==> src/rtl/cpu_run_controller_if.sv <==
// rtl/cpu_run_controller_if.sv - board/core signal bundle for the run controller
interface cpu_run_controller_if;
    logic [1:0]  run_mode;
    logic        step_button;
    logic        bp_enable;
    logic [31:0] bp_address;
    logic [31:0] program_counter;
    logic        cpu_step_en;
    logic        cpu_halted;
    logic [31:0] step_count;
    logic [1:0]  run_state;

    // Controller side: consumes switches/button/PC, produces the step enable and status.
    modport master (
        input  run_mode,
        input  step_button,
        input  bp_enable,
        input  bp_address,
        input  program_counter,
        output cpu_step_en,
        output cpu_halted,
        output step_count,
        output run_state
    );

    // Board/core side: drives switches/button/PC, observes the step enable and status.
    modport slave (
        output run_mode,
        output step_button,
        output bp_enable,
        output bp_address,
        output program_counter,
        input  cpu_step_en,
        input  cpu_halted,
        input  step_count,
        input  run_state
    );
endinterface

==> src/rtl/cpu_run_controller.sv <==
// rtl/cpu_run_controller.sv - halt/run/single-step/breakpoint sequencer for the core clock enable
module cpu_run_controller #(
    parameter int DIV_LOG2  = 20,
    parameter int DB_CYCLES = 50000
) (
    input logic                  clock,
    input logic                  reset,
    cpu_run_controller_if.master bus
);
    // Debounce counter only has to reach DB_CYCLES-1 before the level is accepted.
    localparam int DB_W = (DB_CYCLES < 2) ? 1 : $clog2(DB_CYCLES);
    localparam logic [DB_W-1:0] DB_LAST = DB_W'(DB_CYCLES - 1);

    typedef enum logic [1:0] {
        HALT  = 2'b00,
        RUN   = 2'b01,
        STEP  = 2'b10,
        BREAK = 2'b11
    } state_t;

    state_t              state;
    logic [DIV_LOG2-1:0] div_count;
    logic                tick;
    logic [1:0]          sync;
    logic                stable;
    logic [DB_W-1:0]     db_count;
    logic                db_done;
    logic                press;
    logic                bp_hit;
    logic                step_en;
    logic [31:0]         step_count;

    // Free-running divider; one run tick whenever it sits at all-ones.
    always_ff @(posedge clock) begin
        if (!reset) begin
            div_count <= '0;
        end else begin
            div_count <= div_count + 1'b1;
        end
    end

    assign tick = &div_count;

    // Button synchroniser and debouncer: the stable level only follows after DB_CYCLES differing cycles.
    always_ff @(posedge clock) begin
        if (!reset) begin
            sync     <= '0;
            stable   <= 1'b0;
            db_count <= '0;
        end else begin
            sync <= {sync[0], bus.step_button};
            if (sync[1] != stable) begin
                if (db_done) begin
                    stable   <= sync[1];
                    db_count <= '0;
                end else begin
                    db_count <= db_count + 1'b1;
                end
            end else begin
                db_count <= '0;
            end
        end
    end

    // The press fires in the same cycle the stable level is about to rise.
    assign db_done = (sync[1] != stable) && (db_count == DB_LAST);
    assign press   = db_done && sync[1];
    assign bp_hit  = (bus.run_mode == 2'b11) && bus.bp_enable &&
                     (bus.program_counter == bus.bp_address);

    // Run-state machine and registered step pulse; a pulse decided here survives a later mode change.
    always_ff @(posedge clock) begin
        if (!reset) begin
            state   <= HALT;
            step_en <= 1'b0;
        end else begin
            step_en <= ((state == RUN) && tick && !bp_hit) || ((state == STEP) && press);
            case (bus.run_mode)
                2'b00:   state <= HALT;
                2'b01:   state <= RUN;
                2'b10:   state <= STEP;
                default: begin
                    if ((state == BREAK) || ((state == RUN) && tick && bp_hit)) begin
                        state <= BREAK;
                    end else begin
                        state <= RUN;
                    end
                end
            endcase
        end
    end

    // Retired-step counter, wraps naturally at 32 bits.
    always_ff @(posedge clock) begin
        if (!reset) begin
            step_count <= '0;
        end else if (step_en) begin
            step_count <= step_count + 32'd1;
        end
    end

    assign bus.cpu_step_en = step_en;
    assign bus.cpu_halted  = (state == HALT) || (state == BREAK);
    assign bus.step_count  = step_count;
    assign bus.run_state   = state;
endmodule
==> src/flat_wrapper.sv <==
// flat-port wrapper written by rule: the top's interface ports become plain ports
module cpu_run_controller_flat 
#(
    parameter int DIV_LOG2  = 20,
    parameter int DB_CYCLES = 50000
)
  (clock, reset, bus_run_mode, bus_step_button, bus_bp_enable, bus_bp_address, bus_program_counter, bus_cpu_step_en, bus_cpu_halted, bus_step_count, bus_run_state);
  cpu_run_controller_if bus_i ();
  input logic clock;
  input logic reset;
  input wire logic [$bits(bus_i.run_mode)-1:0] bus_run_mode;
  input wire logic [$bits(bus_i.step_button)-1:0] bus_step_button;
  input wire logic [$bits(bus_i.bp_enable)-1:0] bus_bp_enable;
  input wire logic [$bits(bus_i.bp_address)-1:0] bus_bp_address;
  input wire logic [$bits(bus_i.program_counter)-1:0] bus_program_counter;
  output wire logic [$bits(bus_i.cpu_step_en)-1:0] bus_cpu_step_en;
  output wire logic [$bits(bus_i.cpu_halted)-1:0] bus_cpu_halted;
  output wire logic [$bits(bus_i.step_count)-1:0] bus_step_count;
  output wire logic [$bits(bus_i.run_state)-1:0] bus_run_state;
  assign bus_i.run_mode = bus_run_mode;
  assign bus_i.step_button = bus_step_button;
  assign bus_i.bp_enable = bus_bp_enable;
  assign bus_i.bp_address = bus_bp_address;
  assign bus_i.program_counter = bus_program_counter;
  assign bus_cpu_step_en = bus_i.cpu_step_en;
  assign bus_cpu_halted = bus_i.cpu_halted;
  assign bus_step_count = bus_i.step_count;
  assign bus_run_state = bus_i.run_state;
  cpu_run_controller #(.DIV_LOG2(DIV_LOG2), .DB_CYCLES(DB_CYCLES)) u_core (.clock(clock), .reset(reset), .bus(bus_i));
endmodule
==> config.mk <==
export PLATFORM = sky130hd
export DESIGN_NAME = cpu_run_controller_flat
export DESIGN_NICKNAME = d
export VERILOG_FILES = /design/src/rtl/cpu_run_controller_if.sv /design/src/rtl/cpu_run_controller.sv /design/src/flat_wrapper.sv
export SDC_FILE = /design/constraint.sdc
export NUM_CORES = 1
export LEC_CHECK = 0
export CORE_ASPECT_RATIO = 0.7
export CORE_UTILIZATION = 30
export DETAILED_ROUTE_END_ITERATION = 10
export RECOVER_POWER = 100
export SYNTH_ARGS = -nofsm -noshare
export SYNTH_HDL_FRONTEND = slang
export SYNTH_SLANG_ARGS = --single-unit
==> constraint.sdc <==
create_clock -name clock -period 3.7 [get_ports clock]
set_clock_uncertainty 0.1 [all_clocks]
set_input_delay 0.74 -clock clock [delete_from_list [all_inputs] [get_ports clock]]
set_output_delay 0.74 -clock clock [all_outputs]
set_load 0.05 [all_outputs]
==> results of run 1 <==
## through the flow
stage	instance area, um2	worst slack, ns	cells	power (mW)	hold WS (ns)
3_3_place_gp	4780	0.974	659	0.974	0.327
3_5_place_dp	4780	0.977	659	0.977	0.330
2_1_floorplan	3580	1.18	409	0.883	0.312
4_1_cts	5050	0.985	674	1.78	0.339
6_report	5030	0.953	674	1.76	0.334
5_1_grt	5030	0.857	674	1.83	0.351
## cells by family (layout without fill, tap and decap cells)
| family | after synthesis | after routing | share of synthesized area, % |
|---|---|---|---|
| flops | 74 | 74 | 41.4 |
| mux | 5 | 5 | 1.40 |
| buf+inv | 21 | 133 | 2.90 |
| compound gates | 19 | 19 | 2.94 |
| xor+xnor | 85 | 85 | 20.8 |
| simple gates | 199 | 199 | 28.5 |
| fa+ha+maj | 6 | 6 | 2.10 |
## cell type report
type | count | share of cell area [%]
Multi-Input combinational cell | 314 | 39.4
Sequential cell | 74 | 29.4
Timing Repair Buffer | 108 | 21.2
Clock buffer | 12 | 5.10
Tap cell | 153 | 3.81
Inverter | 10 | 0.746
Clock inverter | 3 | 0.298
## cells in the final DEF, fill, tap and decap left out, types with 4 or more instances in the layout
cell type	instances
nand2_1	29
inv_1	10
nand4_1	26
o21ai_0	6
a21oi_1	8
nand3_1	24
mux2i_1	5
nor4_1	6
or3_1	6
and2_1	4
xnor2_1	51
or4_1	4
xor2_1	34
nor2_1	66
dfxtp_1	74
nor3_1	7
ha_1	6
clkdlybuf4s50_1	67
and3_1	10
clkbuf_16	9
dlygate4sd3_1	38
## registers in the layout, indices dropped and copies added (netlist names)
name                    flops
u_core.bus.step_count      32
u_core.db_count            16
u_core.div_count           20
u_core.sync                 2
u_core.bus.cpu_step_en      1
u_core.bus.run_state        2
u_core.stable               1
## worst paths after layout
| check | from | to | slack, ns | cells past startpoint |
|---|---|---|---|---|
| max | u_core.bus.run_state[0] | bus_cpu_halted | 0.95 | 3 |
| min | u_core.sync[0] | u_core.sync[1] | 0.33 | 1 |
| max reg2reg | u_core.db_count[12] | u_core.db_count[6] | 1.06 | 5 |
| min reg2reg | u_core.sync[0] | u_core.sync[1] | 0.33 | 1 |
## report_power, final
group          internal, mW  leakage (nW)  switching (mW)
Sequential            0.802         0.597         0.00405
Combinational        0.0950          1.06          0.0527
Clock                 0.483         0.138           0.319
Total                  1.38          1.80           0.376
## cell usage after synthesis (all sizes together) (2+ instances only)
cell	count
a21oi	8
a31oi	2
and2	6
and3	11
and4	3
buf	6
clkbuf	5
dfxtp	74
ha	6
inv	10
mux2i	5
nand2	29
nand2b	3
nand3	24
nand4	26
nand4b	2
nor2	66
nor3	7
nor4	8
o21ai	6
o31ai	2
or3	6
or4	4
xnor2	51
xor2	34
## metal layers
| metal | track usage, % | up-vias |
|---|---|---|
| li1 | - | 1617 |
| met5 | 0 | - |
| met3 | 5.69 | 5 |
| met1 | 17.5 | 1421 |
| met2 | 23.2 | 116 |
| met4 | 3.45 | 0 |
==> results.json, run 1 <==
{
  "area_occupied_by_multi_input_gates_um2": 1980,
  "routed_wire_length_um": 8190,
  "tritoncts": "yes",
  "cts.sinks": 74,
  "maxSlewViolCount": 0,
  "synthDominantAreaCellType": "dfxtp_1",
  "port_buffers": 105,
  "post_route_utilization_pct": 44.4,
  "netlist_area_um2": 3580,
  "cts_inserted_buffers": 9,
  "synth_edf_count": 0,
  "route.detailed.wl_per_inst_um": 12.2,
  "die_extent_in_y_um": 93.4,
  "period_needed_ns": 2.75,
  "hold_viol": 0,
  "peakVddDrop_v": 0.000210,
  "design.final.nets": 593,
  "slowest_delay_ns": 0.88,
  "slew-limit-headroom_pct": 34.7,
  "hpwl_um": 6290,
  "timing.final.setup_violations": 0,
  "grt-ovfl-total": 0,
  "detail-route-antenna-nets": 0,
  "met3_length_um": 629,
  "wl_met1_um": 3910,
  "start_kind": "register",
  "floorplan.die_area_um2": 12400,
  "yosysWarningCount": 0,
  "worst-endpoint-required_ns": 2.86,
  "first_global_vias": 3049,
  "floorplan.initialDensity_pct": 31.6,
  "number_of_design_rule_violations_left_by_the_first_detailed_router_iteration": 110,
  "grt_pass1_wl_um": 13900,
  "grt_util_all_layers_pct": 14.2,
  "synth_top_cell_area_share_pct": 41.4,
  "core.rowCount": 32,
  "mean_number_of_vias_per_cell": 4.69,
  "postCtsHoldBufs": 0,
  "cpLargestDelayFamily": "buffers and inverters",
  "crit_path_max_fanout": 4,
  "postSynth.asyncResetShare_pct": 0,
  "design.core.area_um2": 11300,
  "worstMarginPinSlew_ns": 0.980,
  "largest_cells_by_area_after_synthesis": "dfxtp_1 41%, xnor2_1 12%, xor2_1 8.3%",
  "dominantRegCellSynth": "dfxtp_1",
  "finalCritPeriodShare_pct": 74.2,
  "drt_pass1_iterations": 4,
  "syn_area_per_cell_um2": 8.75,
  "timing.critical_path.to_type": "output pin",
  "final-seq-area_um2": 1480,
  "clockBufferDepth": 2,
  "synthToLayoutAreaGrowth_pct": 40.5,
  "cts_repair_resize_count": 0,
  "post_route_cells_drive_above_1_share_pct": 3.65,
  "post-cts-setup-buffer-count": 0,
  "route.detailed.drc": 0,
  "cts.htree.levels": 3,
  "power.density_cell_area_nw_per_um2": 349,
  "status": "complete, no violations",
  "worstPathArrival_ns": 1.91,
  "worstPathBufferInverterCount": 2,
  "critical_path_class": "reg2out",
  "synth_cells": 409,
  "globalplace.congestion": 0.790,
  "fin_tns_setup_ns": 0,
  "grt_antenna_before_repair": 0,
  "detailed_route_via_count": 3159,
  "antenna_cells": 0,
  "hp-class": "reg2reg",
  "clock.fmax_ghz": 0.364,
  "total_leakage_power_nw": 1.80,
  "postSynthRegisterBits": 74,
  "clock_insertion_delay_worst_skew_ns": 0.33,
  "timing.critical_path.slowest_stage_cell": "dlygate4sd3_1",
  "postSynthNetCount": 485,
  "fillers": 1087,
  "timing.critical_path.cells": "inv_1 > ha_1 > dlygate4sd3_1",
  "detailed_route_wirelength_on_metal2_um": 3590,
  "die_w_um": 133,
  "highest-signal-layer": "met4",
  "drv_cap": 0,
  "proportion_of_synthesized_chip_area_in_sequential_cells_pct": 41.4,
  "clkTransAtPathRegs_ns": 0.06,
  "floorplan.io_pins": 106,
  "cts_root_buf": "clkbuf_16",
  "synth.lib_cells_used.distinct": 36,
  "grt_max_degree": 49,
  "rsz_0062_raised_after_global_routing": "no"
}
(Power assumes the default switching activity.)
==> run 2, diff against run 1 <==
==> constraint.sdc (replaced) <==
create_clock -name clock -period 2.5 [get_ports clock]
set_clock_uncertainty 0.1 [all_clocks]
set_input_delay 0.5 -clock clock [delete_from_list [all_inputs] [get_ports clock]]
set_output_delay 0.5 -clock clock [all_outputs]
set_load 0.05 [all_outputs]
==> run 2 against run 1 <==
Routed wire length is 0.22% higher; sequential share of layout area is 0.60 points lower; first-iteration DRC count is 57% higher; clock-buffer cell count is 2 lower; flip-flop and latch count stayed put; clock power is 72% higher; worst setup slack worse by 0.88 ns; design area is 2.1% higher; largest cell class unchanged; largest power group is now the clock network.
==> results.json, run 2 (synthesized netlist as in run 1, its figures left out) <==
{
  "floorplan.io_pins": 106,
  "route.detailed.drc": 0,
  "setup.reg_to_reg.worst_slack_ns": 0.19,
  "cts.sinks": 74,
  "busiest_layer": "met2",
  "clkPwrFrac_pct": 49.3,
  "die_extent_in_y_um": 93.4,
  "maxSlewViolCount": 0,
  "grt_max_degree": 49,
  "floorplan.die_area_um2": 12400,
  "grt_util_all_layers_pct": 14.1,
  "crit_path_max_fanout": 8,
  "routed_wire_length_um": 8210,
  "r2r_end": "u_core.db_count[8]",
  "antenna_cells": 0,
  "slowest_delay_ns": 0.83,
  "fillers": 1078,
  "hold_critical_path_endpoint": "u_core.sync[1]",
  "power.density_cell_area_nw_per_um2": 543,
  "clock.fmax_ghz": 0.412,
  "detailed_route_via_count": 3147,
  "globalplace.congestion": 0.721,
  "number_of_flip_flops_in_the_largest_register": 32,
  "die_w_um": 133,
  "core.rowCount": 32,
  "numPlacedInstances": 665,
  "number_of_design_rule_violations_left_by_the_first_detailed_router_iteration": 173,
  "post-cts-setup-buffer-count": 0,
  "cts.htree.levels": 3,
  "timing.critical_path.to_type": "output pin",
  "final_common_cell": "dfxtp_1",
  "synthToLayoutAreaGrowth_pct": 43.5,
  "timing.critical_path.cells": "clkbuf_2 > clkdlybuf4s50_1",
  "worst-endpoint-required_ns": 1.90,
  "timing.critical_path.slowest_stage_cell": "clkdlybuf4s50_1",
  "grt_use_met1_pct": 18.2,
  "tritoncts": "yes",
  "hp-class": "reg2reg",
  "peakVddDrop_v": 0.000283,
  "floorplan.initialDensity_pct": 31.6,
  "timing.final.setup_violations": 0,
  "mostFrequentLayoutCells": "74 x dfxtp_1, 68 x clkdlybuf4s50_1, 66 x nor2_1, 51 x xnor2_1, 36 x dlygate4sd3_1",
  "port_buffers": 105,
  "total_leakage_power_nw": 1.86,
  "worstMarginPinSlew_ns": 0.985,
  "cts_repair_resize_count": 0,
  "whs_path_depth": 1,
  "postCtsHoldBufs": 0,
  "grt_antenna_before_repair": 0,
  "place_area_um2": 4840,
  "grt_pass1_wl_um": 13600,
  "drt_pass1_iterations": 4,
  "total_switching_power_uw": 568,
  "worst_r2r_path_depth": 6,
  "power.share.combinational_pct": 7.9,
  "grt.met2_usage_pct": 21.7,
  "registers.top_by_ff_count": "u_core.bus.step_count",
  "fin_tns_setup_ns": 0,
  "detail-route-antenna-nets": 0,
  "start_kind": "register",
  "worstHoldStart": "u_core.sync[0]",
  "finalCritPeriodShare_pct": 97.2,
  "clockBufferDepth": 2,
  "first_global_vias": 2961,
  "route.detailed.wl_per_inst_um": 12.1,
  "worstPathArrival_ns": 1.83,
  "cts_inserted_buffers": 9,
  "design.final.nets": 599,
  "netSwitchingFraction_pct": 20.4,
  "grt_use_met3_pct": 5.53,
  "slew-limit-headroom_pct": 34.3,
  "final_area_um2": 5140,
  "design.core.area_um2": 11300,
  "post_route_cells_drive_above_1_share_pct": 5.30,
  "stdcell_count": 681,
  "hpwl_um": 6330,
  "clock_insertion_delay_worst_skew_ns": 0.33,
  "status": "complete, no violations",
  "rsz_0062_raised_after_global_routing": "no",
  "period_needed_ns": 2.43,
  "power.share.sequential_pct": 42.8,
  "largest_registers_ranked_by_flip_flop_count": "u_core.bus.step_count: 32 flops, u_core.div_count: 20 flops, u_core.db_count: 16 flops",
  "reg2reg_from": "u_core.db_count[12]",
  "grt-ovfl-total": 0,
  "timing.critical_path.from": "u_core.bus.cpu_step_en",
  "clkTransAtPathRegs_ns": 0.05,
  "mean_number_of_vias_per_cell": 4.62,
  "critical_path_class": "reg2out",
  "drv_cap": 0,
  "hold_viol": 0,
  "p_int_mw": 2.22,
  "cts_root_buf": "clkbuf_16"
}
==> run 2: how the worst max path moves through the flow <==
stage / to / cells after the start
floorplan: u_core.bus.step_count[31] / 5
global placement: u_core.db_count[8] / 6
detailed placement: u_core.db_count[8] / 6
CTS: bus_cpu_step_en / 2
global route: bus_cpu_step_en / 2
finish: bus_cpu_step_en / 2
==> run 2: critical path: cells and delay by family, from the launching register on <==
kind                   cells  cell delay, ns
DFF                        1            0.42
buffers and inverters      2            1.08
==> run 2: metal layers <==
layer	vias up	part of all wire (%)
li1	1623	-
met1	1408	49
met2	110	43
met3	6	7.1
met4	0	0.58
met5	-	0
==> run 2: power by group through the flow <==
stage	Clock [mW]	Combinational [mW]	Sequential, mW
2_1_floorplan	0	0.0835	1.22
3_3_place_gp	0	0.225	1.22
3_5_place_dp	0	0.227	1.22
4_1_cts	1.41	0.228	1.19
5_1_grt	1.48	0.238	1.19
6_report	1.38	0.220	1.19
==> run 2: area by class of cell <==
cell class | instances | area [um2] | area share (%)
Multi-Input combinational cell | 314 | 1990 | 38.8
Inverter | 10 | 37.5 | 0.731
Sequential cell | 74 | 1480 | 28.8
Tap cell | 153 | 191 | 3.73
Timing Repair Buffer | 114 | 1110 | 21.7
Clock inverter | 6 | 80.1 | 1.56
Clock buffer | 10 | 239 | 4.65
==> run 2: metrics by stage <==
stage               utilization [%]  hold slack (ns)  total power [mW]  worst slack (ns)
floorplan                         -            0.312              1.31            0.0737
global placement               42.7            0.316              1.44             0.199
detailed placement             42.7            0.322              1.45             0.184
CTS                            45.5            0.335              2.84             0.128
global route                   45.3            0.363              2.91            0.0193
finish                         45.3            0.334              2.79            0.0708
